<file path="src/rtl/mat_transpose_vec_mult_seq_pkg.sv">
// Shared types, constants and float32 arithmetic for the transpose
// matrix-vector multiplier.
package mat_transpose_vec_mult_seq_pkg;

  localparam int FP32_W = 32;
  localparam logic [FP32_W-1:0] FP32_ZERO = 32'h0000_0000;

  typedef enum logic [1:0] {
    S_IDLE = 2'd0,
    S_RUN  = 2'd1,
    S_DONE = 2'd2
  } state_t;

  // Subnormals flush to zero; exponent overflow saturates to infinity.
  function automatic logic [31:0] fp_mul(input logic [31:0] a,
                                         input logic [31:0] b);
    logic [47:0] p;
    logic [24:0] mr;
    logic        rnd;
    logic        s;
    int          e;
    s = a[31] ^ b[31];
    if (a[30:23] == 8'd0 || b[30:23] == 8'd0)
      return {s, 31'd0};
    p = 48'({1'b1, a[22:0]}) * 48'({1'b1, b[22:0]});
    e = int'(a[30:23]) + int'(b[30:23]) - 127;
    if (p[47]) e = e + 1;
    else p = p << 1;
    rnd = p[23] && (p[24] || (|p[22:0]));
    mr = {1'b0, p[47:24]} + 25'(rnd);
    if (mr[24]) begin
      mr = mr >> 1;
      e = e + 1;
    end
    if (e <= 0) return {s, 31'd0};
    if (e >= 255) return {s, 8'hFF, 23'd0};
    return {s, e[7:0], mr[22:0]};
  endfunction

  // Round-to-nearest-even with guard and sticky bits below the mantissa.
  function automatic logic [31:0] fp_add(input logic [31:0] a,
                                         input logic [31:0] b);
    logic [31:0] x;
    logic [31:0] y;
    logic [26:0] mx;
    logic [26:0] my;
    logic [26:0] sh;
    logic [27:0] s;
    logic [24:0] mr;
    logic        rnd;
    int          e;
    int          d;
    if (a[30:23] == 8'd0)
      return (b[30:23] == 8'd0) ? FP32_ZERO : b;
    if (b[30:23] == 8'd0)
      return a;
    if (a[30:0] >= b[30:0]) begin
      x = a;
      y = b;
    end else begin
      x = b;
      y = a;
    end
    e = int'(x[30:23]);
    d = e - int'(y[30:23]);
    mx = {1'b1, x[22:0], 3'b000};
    my = {1'b1, y[22:0], 3'b000};
    if (d > 26) begin
      sh = 27'd1;
    end else begin
      sh = my >> d;
      if ((my & ((27'd1 << d) - 27'd1)) != 27'd0)
        sh[0] = 1'b1;
    end
    if (x[31] == y[31]) begin
      s = {1'b0, mx} + {1'b0, sh};
      if (s[27]) begin
        s = {1'b0, s[27:2], s[1] | s[0]};
        e = e + 1;
      end
    end else begin
      s = {1'b0, mx} - {1'b0, sh};
      if (s == 28'd0) return FP32_ZERO;
      for (int k = 0; k < 27; k++) begin
        if (!s[26]) begin
          s = s << 1;
          e = e - 1;
        end
      end
    end
    rnd = s[2] && (s[3] || s[1] || s[0]);
    mr = {1'b0, s[26:3]} + 25'(rnd);
    if (mr[24]) begin
      mr = mr >> 1;
      e = e + 1;
    end
    if (e <= 0) return {x[31], 31'd0};
    if (e >= 255) return {x[31], 8'hFF, 23'd0};
    return {x[31], e[7:0], mr[22:0]};
  endfunction

endpackage

</file>
<file path="src/rtl/mat_transpose_vec_mult_seq_column_select.sv">
// Gathers column j of a row-major L x M float32 matrix
// into an L-element packed vector.
module column_select
  import mat_transpose_vec_mult_seq_pkg::*;
#(
  parameter  int L  = 2,
  parameter  int M  = 3,
  localparam int JW = (M > 1) ? $clog2(M) : 1
) (
  input  logic [FP32_W*L*M-1:0] w,
  input  logic [JW-1:0]         j,
  output logic [FP32_W*L-1:0]   col
);

  always_comb begin
    col = '0;
    for (int i = 0; i < L; i++)
      col[FP32_W*i +: FP32_W] = w[FP32_W*(M*i + int'(j)) +: FP32_W];
  end

endmodule

</file>
<file path="src/rtl/mat_transpose_vec_mult_seq_dot.sv">
// Parallel float32 dot product, purely combinational.
// Products are accumulated in element order starting from +0.
module fp32_dot
  import mat_transpose_vec_mult_seq_pkg::*;
#(
  parameter int VLEN = 2
) (
  input  logic [FP32_W*VLEN-1:0] a,
  input  logic [FP32_W*VLEN-1:0] b,
  output logic [FP32_W-1:0]      y
);

  always_comb begin
    y = FP32_ZERO;
    for (int i = 0; i < VLEN; i++)
      y = fp_add(y, fp_mul(a[FP32_W*i +: FP32_W],
                           b[FP32_W*i +: FP32_W]));
  end

endmodule

</file>
<file path="src/rtl/mat_transpose_vec_mult_seq.sv">
// Y = W^T * D, one output element per clock.
// Optional per-element valid flags: MTVM_VALID_MASK_EN.
module mat_transpose_vec_mult_seq
  import mat_transpose_vec_mult_seq_pkg::*;
#(
  parameter int L = 2,
  parameter int M = 3
) (
  input  logic                  clk,
  input  logic                  rst_n,
  input  logic                  start,
  input  logic [FP32_W*L*M-1:0] W,
  input  logic [FP32_W*L-1:0]   D,
  output logic [FP32_W*M-1:0]   Y,
  output logic                  busy,
  output logic                  done
`ifdef MTVM_VALID_MASK_EN
  ,
  output logic [M-1:0]          y_valid
`endif
);

  localparam int JW = (M > 1) ? $clog2(M) : 1;

  state_t              state;
  state_t              state_n;
  logic [JW-1:0]       j;
  logic [JW-1:0]       j_inc;
  logic [JW-1:0]       sel_j;
  logic [FP32_W*L-1:0] col_reg;
  logic [FP32_W*L-1:0] col_sel;
  logic [FP32_W*L-1:0] d_reg;
  logic [FP32_W-1:0]   dot;
  logic                load;
  logic                last;

  assign last  = (j == JW'(M - 1));
  assign j_inc = j + JW'(1);

  column_select #(
    .L(L),
    .M(M)
  ) u_col (
    .w  (W),
    .j  (sel_j),
    .col(col_sel)
  );

  fp32_dot #(
    .VLEN(L)
  ) u_dot (
    .a(col_reg),
    .b(d_reg),
    .y(dot)
  );

  // sel_j stays 0 unless advancing, so W is never indexed past column M-1
  always_comb begin
    state_n = state;
    load    = 1'b0;
    busy    = 1'b0;
    done    = 1'b0;
    sel_j   = '0;
    unique case (state)
      S_IDLE: begin
        if (start) begin
          load    = 1'b1;
          state_n = S_RUN;
        end
      end
      S_RUN: begin
        busy = 1'b1;
        if (last) state_n = S_DONE;
        else sel_j = j_inc;
      end
      S_DONE: begin
        done = 1'b1;
        if (start) begin
          load    = 1'b1;
          state_n = S_RUN;
        end else begin
          state_n = S_IDLE;
        end
      end
      default: state_n = S_IDLE;
    endcase
  end

  always_ff @(posedge clk or negedge rst_n) begin
    if (!rst_n) begin
      state   <= S_IDLE;
      j       <= '0;
      col_reg <= '0;
      d_reg   <= '0;
      Y       <= '0;
    end else begin
      state <= state_n;
      if (load) begin
        j       <= '0;
        col_reg <= col_sel;
        d_reg   <= D;
      end else if (busy) begin
        Y[FP32_W*int'(j) +: FP32_W] <= dot;
        if (!last) begin
          j       <= j_inc;
          col_reg <= col_sel;
        end
      end
    end
  end

`ifdef MTVM_VALID_MASK_EN
  always_ff @(posedge clk or negedge rst_n) begin
    if (!rst_n) begin
      y_valid <= '0;
    end else if (load) begin
      y_valid <= '0;
    end else if (busy) begin
      y_valid[j] <= 1'b1;
    end
  end
`endif

endmodule

</file>
<file path="config.mk">
export PLATFORM = sky130hd
export DESIGN_NAME = mat_transpose_vec_mult_seq
export DESIGN_NICKNAME = d
export VERILOG_FILES = /design/src/rtl/mat_transpose_vec_mult_seq_pkg.sv /design/src/rtl/mat_transpose_vec_mult_seq_column_select.sv /design/src/rtl/mat_transpose_vec_mult_seq_dot.sv /design/src/rtl/mat_transpose_vec_mult_seq.sv
export SDC_FILE = /design/constraint.sdc
export NUM_CORES = 2
export LEC_CHECK = 0
export BUFFER_PORTS_ARGS = -buffer_cell sky130_fd_sc_hd__buf_2
export CAP_MARGIN = 40
export CORE_ASPECT_RATIO = 2
export CORE_MARGIN = 5
export CORE_UTILIZATION = 45
export DETAILED_ROUTE_END_ITERATION = 10
export PLACE_DENSITY_LB_ADDON = 0.3
export SYNTH_ARGS = -nofsm -noshare
export SYNTH_HDL_FRONTEND = slang
export SYNTH_SLANG_ARGS = --single-unit
export TNS_END_PERCENT = 50
</file>
<file path="constraint.sdc">
create_clock -name clk -period 37.6 [get_ports clk]
set_input_delay 3.76 -clock clk [delete_from_list [all_inputs] [get_ports clk]]
set_output_delay 3.76 -clock clk [all_outputs]
set_load 0.1 [all_outputs]
</file>
==> key figures, run 1 <==
Logic synthesis
  – Post-synthesis register bit count: 228
  – Post-Syn Area: 91100 sq um
  – Synth area leaders: fa_1 21%, ha_1 6.8%, dfrtp_1 6.3%
  – Post-synthesis instance total: 12000
  – Yosys top cell area share: 21.2%
  – Yosys top cell by area: fa_1
  – Primary FF master, synth: dfrtp_1
  – Yosys cell types: 156
  – Count leader, synth: nand2_1
  – Async SR Flop Fraction: between 90% and 100%
  – Post-synth EDFFs: 0
  – Yosys warnings: 0
  – Syn_area_per_cell: 7.61 sq um
  – Mapped Nets: 13700
  – Sequential share of the synthesized area: 6.26%
  – Commonest cells in the netlist: 1516 x nand2_1, 1251 x inv_1, 967 x fa_1

Clocking
  – H-tree depth: 1
  – Max clock buf depth: 3
  – Clock Sinks: 228
  – Root Buffer: clkbuf_16
  – Hold buffers post-CTS: 0
  – CTS buffer count: 26

Status
  – First Err: [ERROR GRT-0116] Global routing finished with congestion. Check the congestion regions in the DRC Viewer.
  – Status: did not finish
  – Fail Step: global routing

Die
  – Initial Util: a little under half
  – # rows: roughly 230
  – Die X: between 300 and 400 microns
  – Chip Height: 646 microns
  – IO Pins: between 300 and 400

Global routing
  – Largest net degree at the start of global routing: 76
  – First-pass GRT wire length: approximately 840000 microns
  – Grt total ovfl: 24
  – Vias in the first global route: around 120k
  – GRT Total Usage: 53.9%

Placed design
  – Placed Area: 115000 sq um
  – Worst slack at placement: -1.59 ns
  – Port bufs: approximately 360
  – Post-DP HPWL: between 400000 and 500000 microns
  – Routability cong.: 1.29
timing repair:
item,in CTS
setup endpoints to repair,93
resized for setup,34
buffers inserted,1
pin swaps,2
through the flow:
stage | util, % | hold slack, ns | TNS (ns) | cells
floorplan | - | 0.469 | 0 | 12000
detailed placement | 56.9 | 0.468 | -133.57 | 17000
global placement | 56.8 | 0.462 | -135.43 | 17000
CTS | 57.4 | 0.484 | 0 | 17100
logic make-up after synthesis:
| logic type | share of synthesized area [%] |
|---|---|
| AOI/OAI and AO/OA | 20.8 |
| xor gates and xnor gates | 7.85 |
| adders and majority gates | 28.1 |
| buffers and inverters | 7.96 |
| DFF | 6.26 |
| muxes | 3.06 |
| and+or+nand+nor | 26.0 |
routing by layer:
metal / GRT overflow / global-route usage (%)
met1: 0 / 45.3
met2: 15 / 84.0
met5: 0 / 5.84
met3: 0 / 27.4
met4: 9 / 63.4
==> inputs of run 2 (changes only) <==
--- a/config.mk
+++ b/config.mk
@@ -7,11 +7,10 @@
 export LEC_CHECK = 0
 export BUFFER_PORTS_ARGS = -buffer_cell sky130_fd_sc_hd__buf_2
 export CAP_MARGIN = 40
-export CORE_ASPECT_RATIO = 2
 export CORE_MARGIN = 5
-export CORE_UTILIZATION = 45
+export CORE_UTILIZATION = 30
 export DETAILED_ROUTE_END_ITERATION = 10
-export PLACE_DENSITY_LB_ADDON = 0.3
+export PLACE_DENSITY_LB_ADDON = 0.15
 export SYNTH_ARGS = -nofsm -noshare
 export SYNTH_HDL_FRONTEND = slang
 export SYNTH_SLANG_ARGS = --single-unit
==> constraint.sdc (replaced) <==
create_clock -name clk -period 48.9 [get_ports clk]
set_input_delay 4.89 -clock clk [delete_from_list [all_inputs] [get_ports clk]]
set_output_delay 4.89 -clock clk [all_outputs]
set_load 0.1 [all_outputs]
==> key figures, run 2 <==
Status
  – Status: finished, final reports clean

Worst hold path
  – Worst min-delay path class: reg2reg
  – Hold-critical path depth: 2
  – Hold Path Sink: col_reg[15]$_DFFE_PN0P_
  – Min-delay src: col_reg[15]$_DFFE_PN0P_

Logic synthesis
  – Commonest cells in the netlist: 1516 x nand2_1, 1251 x inv_1, 967 x fa_1
  – Count leader, synth: nand2_1
  – Mapped Nets: 13700
  – Syn_area_per_cell: 7.61 sq um
  – Synth area leaders: fa_1 21%, ha_1 6.8%, dfrtp_1 6.3%
  – Yosys top cell area share: 21.2%
  – Post-synthesis register bit count: 228
  – Async SR Flop Fraction: 100%
  – Yosys top cell by area: fa_1
  – Post-Syn Area: ~91000 sq um
  – Primary FF master, synth: dfrtp_1
  – Yosys warnings: 0
  – Sequential share of the synthesized area: 6.26%
  – Post-synthesis instance total: about 12000
  – Yosys cell types: roughly 160
  – Post-synth EDFFs: 0

Layout
  – Net count, final: 13800
  – Layout cells sized above 1: 9.84%
  – Area Growth Syn to Fin: 9.16%
  – Multi-input gate area: 78400 sq um
  – Fillcell total: 32500
  – Max reg flops: 96
  – Most frequent cells in the layout: 1512 x nand2_1, 1250 x inv_1, 967 x fa_1
  – Final std cells w/o fill: 16100
  – Commonest non-fill, non-tap cell in the layout: nand2_1
  – Register cell area after layout: 5710 sq um

Clocking
  – Hold buffers post-CTS: 0
  – H-tree depth: 2
  – Resized Gates After CTS: 0
  – Register clock-pin slew on the reported worst setup and hold paths: 0.06 ns
  – Skew-Pair Late Insertion Delay: roughly 0.68 ns
  – Root Buffer: clkbuf_16
  – CTS tree: yes
  – Clock Sinks: 228
  – # Post-CTS Setup Buffers: 0
  – Max clock buf depth: 3
  – CTS buffer count: 36

Die
  – Die area: 315000 sq um
  – IO Pins: 357
  – Chip Height: 561 microns
  – Die X: 561 microns
  – # rows: slightly above 200
  – Initial Util: 30.1%
  – Core area: 303000 sq um

Detailed routing
  – Via count: 92200
  – First-pass DRT Iterations: 5
  – DRC viols: 0
  – WL/cell: 25.6 microns
  – Drt total wl: 412000 microns
  – Vias/cell: 5.73
  – Iteration-0 DRC Markers: 8877
  – Antenna violation net count after detailed routing: 0

Placed design
  – Worst slack at placement: 4.83 ns
  – Placed insts: 16000
  – Port bufs: 356
  – Post-DP HPWL: 339000 microns
  – Routability cong.: 0.944

Worst setup path
  – Critical Path Fanout Max: 40
  – Startpoint type of the worst setup path: flop
  – Cell repeated most along the worst path: ha_1
  – Setup Crit Path Kind: reg2reg
  – CP top delay family: compound AO/OA/AOI/OAI gates
  – Reg2reg path depth: 162
  – Max incr delay on CP: ~0.91 ns
  – Crit path DAT: around 45 ns
  – Worst r2r src: d_reg[2]$_DFFE_PN0P_
  – Critical path's slowest cell: a222oi_1
  – CP Buf/Inv Count: 23
  – Req. time, crit path: between 40 and 50 ns
  – Reg2Reg Setup Slack: just over 4 ns
  – Reg-to-reg critical path endpoint: Y[26]$_DFFE_PN0P_
  – Critical path capture point type: flop
  – Stages on the worst setup path: 162

STA
  – Final Setup Violations: 0
  – RSZ-0062 raised after global routing: no
  – Fin. Hold Viols: 0
  – Min Tclk post-route: 44.87 ns
  – Ratio of final minimum period to clock period: 91.8%
  – Max Freq: 22.3 MHz
  – Setup_tns: 0 ns
  – Max-slew violation count: 0
  – Final WS setup: 4.03 ns
  – Slew Limit Headroom: between 20% and 30%
  – Worst slew pin tran: 1.04 ns
  – Hold Slack: 0.480 ns
  – Clk_skew: about 0.045 ns

Job
  – MaxCap Viol Count: 0

Global routing
  – GRT Total Usage: 25.4%
  – First-pass GRT wire length: between 600000 and 700000 microns
  – Vias in the first global route: 91600
  – Initial antenna violation count: 31
  – Largest net degree at the start of global routing: 70
  – Grt total ovfl: 0
[run 2: cell counts after synthesis]
No cell type changed its count.
[run 2: metal layers]
layer	track usage [%]	part of all wire [%]	wire, microns
met5	0	0.0056	23
met4	7.61	3.4	14000
met3	2.96	6.1	25200
met2	39.2	43	178000
met1	37.0	47	195000
[run 2: logic make-up after synthesis]
logic type	share of synthesized area [%]
adders and majority gates	28.1
and+or+nand+nor	26.0
DFF	6.26
AOI/OAI and AO/OA	20.8
xor gates and xnor gates	7.85
buffers and inverters	7.96
muxes	3.06
[run 2: tightest hold or removal path: stages, from the launching register on]
cell and delay (ns):
dfrtp_1 0.34, nand2_1 0.04, o21ai_0 0.06
[run 2: how the worst max path moves through the flow]
stage	to	from
2_1_floorplan	Y[2]$_DFFE_PN0P_	col_reg[48]$_DFFE_PN0P_
5_1_grt	Y[26]$_DFFE_PN0P_	d_reg[2]$_DFFE_PN0P_
6_report	Y[26]$_DFFE_PN0P_	d_reg[2]$_DFFE_PN0P_
4_1_cts	Y[26]$_DFFE_PN0P_	d_reg[2]$_DFFE_PN0P_
3_5_place_dp	Y[26]$_DFFE_PN0P_	d_reg[2]$_DFFE_PN0P_
3_3_place_gp	Y[26]$_DFFE_PN0P_	d_reg[41]$_DFFE_PN0P_
[run 2: area by class of cell]
| cell class | instances | share of cell area (%) |
|---|---|---|
| antenna | 13 | 0.0327 |
| sequential | 228 | 5.73 |
| multi-input combinational | 9875 | 78.8 |
| clock inverter | 22 | 0.279 |
| timing repair buffer | 656 | 4.41 |
| clock buffer | 43 | 0.982 |
| tap | 3978 | 5.00 |
| inverter | 1266 | 4.78 |
[run 2: metrics by stage]
stage                     util (%)  cell area [sq um]
after floorplan                  -              91100
after global placement        32.1              97300
after detailed placement      32.4              98200
after CTS                     32.8              99500
after global routing          32.9              99500
final                         32.9              99500
Power of run 2 is not shown: default switching activity piles up to over one toggle a cycle in this logic, so the estimate is an artifact.
